==> src/rtl/iol_align_pkg.sv <==
// Shared types for the IDDRX2F word-alignment controller.
// Holds the FSM state encoding and the slip counter width.
package iol_align_pkg;

  localparam int SLIP_W = 8;

  typedef enum logic [2:0] {
    S_IDLE,
    S_SETTLE,
    S_CHECK,
    S_SLIP,
    S_LOCK,
    S_FAIL
  } align_state_t;

endpackage

==> src/rtl/iddrx2_align_ctrl.sv <==
// IDDRX2F word aligner: slips ALIGNWD until Q matches PATTERN.
// In: SCLK RST START Q[3:0]; out: ALIGNWD BUSY LOCKED FAIL SLIP_COUNT.
module iddrx2_align_ctrl
  import iol_align_pkg::*;
#(
  parameter logic [3:0] PATTERN       = 4'b1100,
  parameter int         SETTLE_CYCLES = 4,
  parameter int         MATCH_COUNT   = 8,
  parameter int         MAX_SLIPS     = 3,
  parameter int         LOSS_THRESH   = 2
) (
  input  logic              SCLK,
  input  logic              RST,
  input  logic              START,
  input  logic [3:0]        Q,
  output logic              ALIGNWD,
  output logic              BUSY,
  output logic              LOCKED,
  output logic              FAIL,
  output logic [SLIP_W-1:0] SLIP_COUNT
);

  localparam logic [7:0] SETTLE_L = 8'(SETTLE_CYCLES);
  localparam logic [7:0] MATCH_L  = 8'(MATCH_COUNT);
  localparam logic [7:0] LOSS_L   = 8'(LOSS_THRESH);
  localparam logic [SLIP_W-1:0] MAX_L = SLIP_W'(MAX_SLIPS);

  align_state_t      state_q, state_d;
  logic [7:0]        settle_q, settle_d;
  logic [7:0]        match_q, match_d;
  logic [7:0]        loss_q, loss_d;
  logic [SLIP_W-1:0] slip_q, slip_d;
  logic              hit;
  logic              restart;

  assign hit = (Q == PATTERN);

  always_comb begin
    state_d  = state_q;
    settle_d = settle_q;
    match_d  = match_q;
    loss_d   = loss_q;
    slip_d   = slip_q;
    restart  = 1'b0;
    unique case (state_q)
      S_IDLE, S_FAIL: begin
        restart = START;
      end
      S_SETTLE: begin
        if (settle_q <= 8'd1) begin
          state_d  = S_CHECK;
          settle_d = 8'd0;
          match_d  = 8'd0;
        end else begin
          settle_d = settle_q - 8'd1;
        end
      end
      S_CHECK: begin
        if (hit) begin
          match_d = match_q + 8'd1;
          if (match_q + 8'd1 == MATCH_L) begin
            state_d = S_LOCK;
            loss_d  = 8'd0;
          end
        end else if (slip_q == MAX_L) begin
          state_d = S_FAIL;
        end else begin
          state_d = S_SLIP;
        end
      end
      S_SLIP: begin
        if (slip_q != '1) slip_d = slip_q + 1'b1;
        settle_d = SETTLE_L;
        state_d  = S_SETTLE;
      end
      S_LOCK: begin
        // START and a loss event both restart; START has priority
        if (START) begin
          restart = 1'b1;
        end else if (hit) begin
          loss_d = 8'd0;
        end else if (loss_q + 8'd1 == LOSS_L) begin
          restart = 1'b1;
        end else begin
          loss_d = loss_q + 8'd1;
        end
      end
      default: state_d = S_IDLE;
    endcase
    if (restart) begin
      state_d  = S_SETTLE;
      settle_d = SETTLE_L;
      match_d  = 8'd0;
      loss_d   = 8'd0;
      slip_d   = '0;
    end
  end

  always_ff @(posedge SCLK or posedge RST) begin
    if (RST) begin
      state_q  <= S_IDLE;
      settle_q <= 8'd0;
      match_q  <= 8'd0;
      loss_q   <= 8'd0;
      slip_q   <= '0;
    end else begin
      state_q  <= state_d;
      settle_q <= settle_d;
      match_q  <= match_d;
      loss_q   <= loss_d;
      slip_q   <= slip_d;
    end
  end

  assign ALIGNWD    = (state_q == S_SLIP);
  assign BUSY       = (state_q == S_SETTLE) ||
                      (state_q == S_CHECK)  ||
                      (state_q == S_SLIP);
  assign LOCKED     = (state_q == S_LOCK);
  assign FAIL       = (state_q == S_FAIL);
  assign SLIP_COUNT = slip_q;

endmodule

==> config.mk <==
export PLATFORM = sky130hd
export DESIGN_NAME = iddrx2_align_ctrl
export DESIGN_NICKNAME = d
export VERILOG_FILES = /design/src/rtl/iol_align_pkg.sv /design/src/rtl/iddrx2_align_ctrl.sv
export SDC_FILE = /design/constraint.sdc
export NUM_CORES = 1
export LEC_CHECK = 0
export ABC_AREA = 1
export BUFFER_PORTS_ARGS = -buffer_cell sky130_fd_sc_hd__buf_2
export CAP_MARGIN = 25
export CORE_ASPECT_RATIO = 1.1
export CORE_MARGIN = 2
export CORE_UTILIZATION = 55
export DETAILED_ROUTE_END_ITERATION = 6
export PLACE_DENSITY = 0.74
export SYNTH_ARGS = -nofsm -noshare
export SYNTH_HDL_FRONTEND = slang
export SYNTH_SLANG_ARGS = --single-unit
==> constraint.sdc <==
create_clock -name SCLK -period 2.4 [get_ports SCLK]
set_input_delay 0.24 -clock SCLK [delete_from_list [all_inputs] [get_ports SCLK]]
set_output_delay 0.24 -clock SCLK [all_outputs]
set_load 0.05 [all_outputs]
== Word level (Yosys, flattened, before mapping) ==
Cells that the tools add are included.

* Register bits after elaboration: 35
* Input bits: 7
* Output and inout port bits: 12
* Logic and storage cells: 68

* Add/sub/neg operators: 4
* Order comparisons: 1
* Eq/ne operators: 17
* Multiplexer cells: 27
* Reductions and logical operators: 14

{| class="wikitable"
|+ Operators by type and width
! cell !! count
|-
| $mux 8 || 14
|-
| $pmux 8 s2 || 3
|-
| $add 8x1->8 const B || 3
|-
| $eq 8x2->1 const B || 2
|-
| $mux 3 || 5
|-
| $pmux 3 s4 || 1
|-
| $ne 3x3->1 const B || 3
|-
| $reduce_bool 3->1 || 3
|-
| $eq 8x4->1 const B || 1
|-
| $le 8x1->1 const B || 1
|-
| $ne 4x4->1 const B || 2
|-
| $ne 8x8->1 const B || 1
|-
| $sub 8x1->8 const B || 1
|-
| $eq 3x2->1 const B || 2
|-
| $eq 3x3->1 const B || 2
|-
| $reduce_and 3->1 || 2
|-
| $reduce_and 5->1 || 1
|-
| $eq 4x4->1 const B || 1
|-
| $reduce_bool 2->1 || 2
|-
| $eq 3x1->1 const B || 1
|-
| $logic_not 3->1 || 1
|-
| $mux 1 || 3
|-
| $ne 3x2->1 const B || 1
|-
| $reduce_or 3->1 || 1
|-
| 5 further kinds || 6
|}

== Longest topological paths before layout ==
* Word-level depth: 8
* Depth in mapped cells: 14
* Gate-level depth less buffers: 14

== Worst setup path after synthesis ==
No wires, ideal clock.

* Path type: register -> register
* Start: register state_q[2]
* End: register slip_q[3], in the netlist SLIP_COUNT[3]
* Library setup time: 0.118 ns
* Arrival: 1.828 ns
* Required time: 2.282 ns
* Path slack: 0.454 ns
* Stages on the path, launching flop included: 8
* Path buffers: 0
* Period minus slack after synthesis: 1.946 ns
* Path through: dfrtp_1 -> nor2_2 -> inv_2 -> nor2_2 -> nand2_1 -> nor2_1 -> xor2_1 -> nor2_1

* Elaborated cells on any way between the ends: 10
* Those cells by class: 3 x eq/ne; 2 x mux; 5 x reduce/logical

{| class="wikitable"
|+ RTL lines
! what !! line !! text
|-
| start: declaration || iddrx2_align_ctrl.sv:28 || <nowiki>align_state_t state_q, state_d;</nowiki>
|-
| start signal: assignment || iddrx2_align_ctrl.sv:107 || <nowiki>state_q <= state_d;</nowiki>
|-
| $eq 3x2->1 || -- ||
|-
| via ALIGNWD || iddrx2_align_ctrl.sv:16 || <nowiki>output logic ALIGNWD,</nowiki>
|-
| $reduce_bool 2->1 (no source line) || -- ||
|-
| $reduce_and 2->1 (no source line) || -- ||
|-
| end signal: assignment || iddrx2_align_ctrl.sv:111 || <nowiki>slip_q <= slip_d;</nowiki>
|-
| end: declaration || iddrx2_align_ctrl.sv:32 || <nowiki>logic [SLIP_W-1:0] slip_q, slip_d;</nowiki>
|}

The timed path passes the listed nets, and every way through them passes these cells.
A chain may end at the register's enable or synchronous reset.

== Worst setup path after layout ==
* Start: register loss_q[1]
* End: register loss_q[2]

* Word-level cells in the longest chain between the ends: 8
* Elaborated cells on any way between the ends: 17
* Those cells by class: 1 x add/sub; 5 x eq/ne; 9 x mux; 2 x reduce/logical

{| class="wikitable"
|+ RTL lines
! what !! line !! text
|-
| start: declaration || iddrx2_align_ctrl.sv:31 || <nowiki>logic [7:0] loss_q, loss_d;</nowiki>
|-
| start signal: assignment || iddrx2_align_ctrl.sv:110 || <nowiki>loss_q <= loss_d;</nowiki>
|-
| $add 8x1->8 (*) || iddrx2_align_ctrl.sv:82, iddrx2_align_ctrl.sv:85 ||
|-
| $eq 8x2->1 || iddrx2_align_ctrl.sv:82 || <nowiki>end else if (loss_q + 8'd1 == LOSS_L) begin</nowiki>
|-
| $mux 1 || iddrx2_align_ctrl.sv:82 ||
|-
| $mux 1 || iddrx2_align_ctrl.sv:80 || <nowiki>end else if (hit) begin</nowiki>
|-
| $mux 1 || iddrx2_align_ctrl.sv:78 || <nowiki>if (START) begin</nowiki>
|-
| $pmux 1 s2 || iddrx2_align_ctrl.sv:45 || <nowiki>unique case (state_q)</nowiki>
|-
| $ne 4x4->1 (no source line) (tied with other cells) || -- ||
|-
| $reduce_and 5->1 (no source line) || -- ||
|}

Mark *: on every way between the ends. The rest lies on a longest branch, timed or not. The select of a mux whose other input is x is not followed.

==> impl_metrics.env <==
export IMPL_antenna_found_initial=0
export IMPL_netlist_area_mm2=0.002217
export IMPL_nNetsFinal=354
export IMPL_layoutNonFillerInstCount=394
export IMPL_die_h_um=70.59
export IMPL_cp_end_kind="flip-flop"
export IMPL_cp_required_ns=2.57
export IMPL_detailedRoute_firstPassIterationCount=4
export IMPL_tightest_slew_ns=0.4509
export IMPL_netlist_instances=318
export IMPL_p_leak_nw=1.284
export IMPL_synth_edf_count=0
export IMPL_status="completed"
export IMPL_muxShareOfSynthArea_pct=0
export IMPL_slew_headroom_pct=69.94
export IMPL_synth_xor_area_share_pct=3.555
export IMPL_die_area_mm2=0.004556
export IMPL_clockBufferDepth=2
export IMPL_crit_type="flip-flop to flip-flop"
export IMPL_synthArstFlopShare_pct=100.0
export IMPL_ant_nets=0
export IMPL_yosys_area_top_type="dfrtp_1"
export IMPL_hold_class="primary input to async pin"
export IMPL_dp_final_hpwl_mm=3.337
export IMPL_root_buffer="clkbuf_8"
export IMPL_yosysUniqueCellTypes=27
export IMPL_path_clk_slew_ns=0.07
export IMPL_switching_share_pct=21.17
export IMPL_ios=19
export IMPL_r2r_end="loss_q[2]$_DFFE_PP0P_"
export IMPL_clock_skew_ns=0.007428
export IMPL_hold_viol=0
export IMPL_cts_resized_gates=0
export IMPL_wl_mm=4.722
export IMPL_cts_sinks=35
export IMPL_synth_compound_area_share_pct=6.603
export IMPL_via_per_inst=5.327
export IMPL_max_cap_violations=0
export IMPL_setup_violations=0
export IMPL_cp_max_fo=15
export IMPL_syn_nets=331
export IMPL_chipWidth_um=64.54
export IMPL_clk_latency_ns=0.29
export IMPL_maxSlewViolCount=0
export IMPL_hold_buffers=0
export IMPL_fp_row_count=24
export IMPL_grt_overflow=0
export IMPL_vias=2099
export IMPL_initial_utilization_pct=56.79
export IMPL_gp_congestion=0.9042
export IMPL_p_seq_share_pct=54.3
export IMPL_synth_seq_cells=35
export IMPL_syn_avg_cell_area_um2=6.972
export IMPL_dp_cells=386
export IMPL_wl_per_cell_um=11.98
export IMPL_core_mm2=0.003904
export IMPL_comb_power_share_pct=2.2
export IMPL_timing_rr_start="loss_q[1]$_DFFE_PP0P_"
export IMPL_ys_seq_area_share_pct=39.50
export IMPL_peakVddDrop_uv=258.8
export IMPL_r2r_slack_ns=0.39
export IMPL_ys_warn_count=0
export IMPL_drt_iter0_drc=117
export IMPL_yosys_area_share_adder_pct=3.386
export IMPL_p_sw_mw=0.2304
export IMPL_cts_max_level=2
export IMPL_numCtsBuffers=5
export IMPL_grt_max_degree=36
export IMPL_fmax_mhz=498.0
export IMPL_fillers=383
export IMPL_synth_simple_gate_area_share_pct=38.60
export IMPL_synth_top_family_by_area="simple AND/OR/NAND/NOR gates"
export IMPL_ys_flop_type="dfrtp_1"
export IMPL_multi_input_area_mm2=0.001156
export IMPL_cp_arrival_ns=2.18
export IMPL_diodes=0
export IMPL_synth_top_cell_area_share_pct=39.50
export IMPL_critPathLaunchType="flip-flop"
export IMPL_io_buffers=18
export IMPL_seqCellArea_um2=875.8
export IMPL_area_delta_synth_final_pct=10.95
export IMPL_grt_pass1_wl_mm=8.542
export IMPL_grt_pass1_vias=1948
export IMPL_layout_drive_gt1_share_pct=10.53
export IMPL_powerDensity_mw_per_mm2=442.6
export IMPL_critPathLaunch="loss_q[1]$_DFFE_PP0P_"
export IMPL_rsz0062_at_grt="no"
export IMPL_cts_setup_buffers=0
export IMPL_grt_usage_pct=23.61
export IMPL_ys_top_cells_by_area="dfrtp_1 40%, nand2_1 14%, nand3_1 8.6%, nor2_1 7.4%, inv_1 6.8%"
export IMPL_clkPwrFrac_pct=43.6
export IMPL_fin_setup_tns_ns=0
export IMPL_post_route_period_util_pct=83.67
export IMPL_p_int_mw=0.8582
export IMPL_cts_tree="built"
export IMPL_drc_errors=0
export IMPL_fin_crit_ns=2.008
export IMPL_r2r_cells=9
## registers in the layout (all words and copies together) (netlist names)
signal	cells
match_q	8
settle_q	8
SLIP_COUNT	8
state_q	3
loss_q	8
## layer usage
layer / part of all wire, % / global-route usage, % / vias to the layer above
met4: 1.9 / 9.693 / 0
li1: - / - / 1073
met3: 3.8 / 4.928 / 10
met5: 0 / 0 / -
met1: 46 / 30.72 / 976
met2: 48 / 38.54 / 40
## layout by cell type, fill, tap and decap left out, types with 2 or more instances in the layout
cell	netlist	final
nand2_1	85	85
nor2_1	44	44
inv_1	40	40
nand3_1	38	38
dfrtp_1	35	35
buf_2	1	18
o21ai_0	15	15
nand4_1	13	13
xor2_1	8	8
clkbuf_8	0	7
nor3_1	6	6
ha_1	6	6
a21oi_1	5	5
inv_2	3	3
nor2_2	2	2
o21bai_1	2	2
nor3_2	2	2
o22ai_1	2	2
o21ai_1	2	2
## power groups by stage
stage / Clock, mW / Sequential [mW] / Combinational, mW
finish: 0.474 / 0.591 / 0.0236
global route: 0.512 / 0.590 / 0.0280
CTS: 0.488 / 0.591 / 0.0246
detailed placement: 0 / 0.602 / 0.0245
global placement: 0 / 0.602 / 0.0240
floorplan: 0 / 0.602 / 0.0135
## logic make-up (layout without fill, tap and decap cells)
group / count (synthesis) / count (layout)
AO/OA/AOI/OAI: 27 / 27
XOR/XNOR: 9 / 9
AND/OR/NAND/NOR: 194 / 194
flip-flops: 35 / 35
adder cells (fa/ha/maj): 6 / 6
buffers and inverters: 47 / 71
## how the worst max path moves through the flow
stage | endpoint | slack, ns
2_1_floorplan | SLIP_COUNT[3]$_DFFE_PP0P_ | 0.45
3_3_place_gp | loss_q[2]$_DFFE_PP0P_ | 0.45
3_5_place_dp | loss_q[5]$_DFFE_PP0P_ | 0.41
4_1_cts | loss_q[5]$_DFFE_PP0P_ | 0.39
5_1_grt | loss_q[5]$_DFFE_PP0P_ | 0.17
6_report | loss_q[2]$_DFFE_PP0P_ | 0.39
## cell usage after synthesis (2+ instances only)
cell type / n
a21oi_1: 5
dfrtp_1: 35
ha_1: 6
inv_1: 40
inv_2: 3
nand2_1: 85
nand3_1: 38
nand4_1: 13
nor2_1: 44
nor2_2: 2
nor3_1: 6
nor3_2: 2
o21ai_0: 15
o21ai_1: 2
o21bai_1: 2
o22ai_1: 2
xor2_1: 8
## cell type report
type	count	share of cell area (%)
multi-input combinational	236	47.00
sequential	35	35.61
inverter	44	6.714
clock buffer	8	4.069
timing repair buffer	19	3.967
tap	52	2.645
## stage by stage
stage | setup slack, ns | utilization, % | cell area (µm²) | hold WS (ns) | total power, mW
after floorplan | 0.4537 | - | 2217 | 0.3943 | 0.6154
final | 0.3920 | 63.01 | 2460 | 0.04551 | 1.089
after global placement | 0.4527 | 60.45 | 2360 | 0.3646 | 0.6261
after CTS | 0.3933 | 63.01 | 2460 | 0.06375 | 1.103
after detailed placement | 0.4097 | 60.45 | 2360 | 0.3737 | 0.6267
after global routing | 0.1670 | 63.01 | 2460 | 0.1078 | 1.130
## critical path, stage by stage, from the launching register on
cell	delay [ns]
dfrtp_1	0.47
ha_1	0.26
nand3_1	0.11
nor2_1	0.14
xnor2_1	0.17
nand3_1	0.14
nand2_1	0.12
nand2_4	0.10
inv_2	0.24
o21ai_0	0.13
No activity file was read; power rests on OpenSTA's default activity.
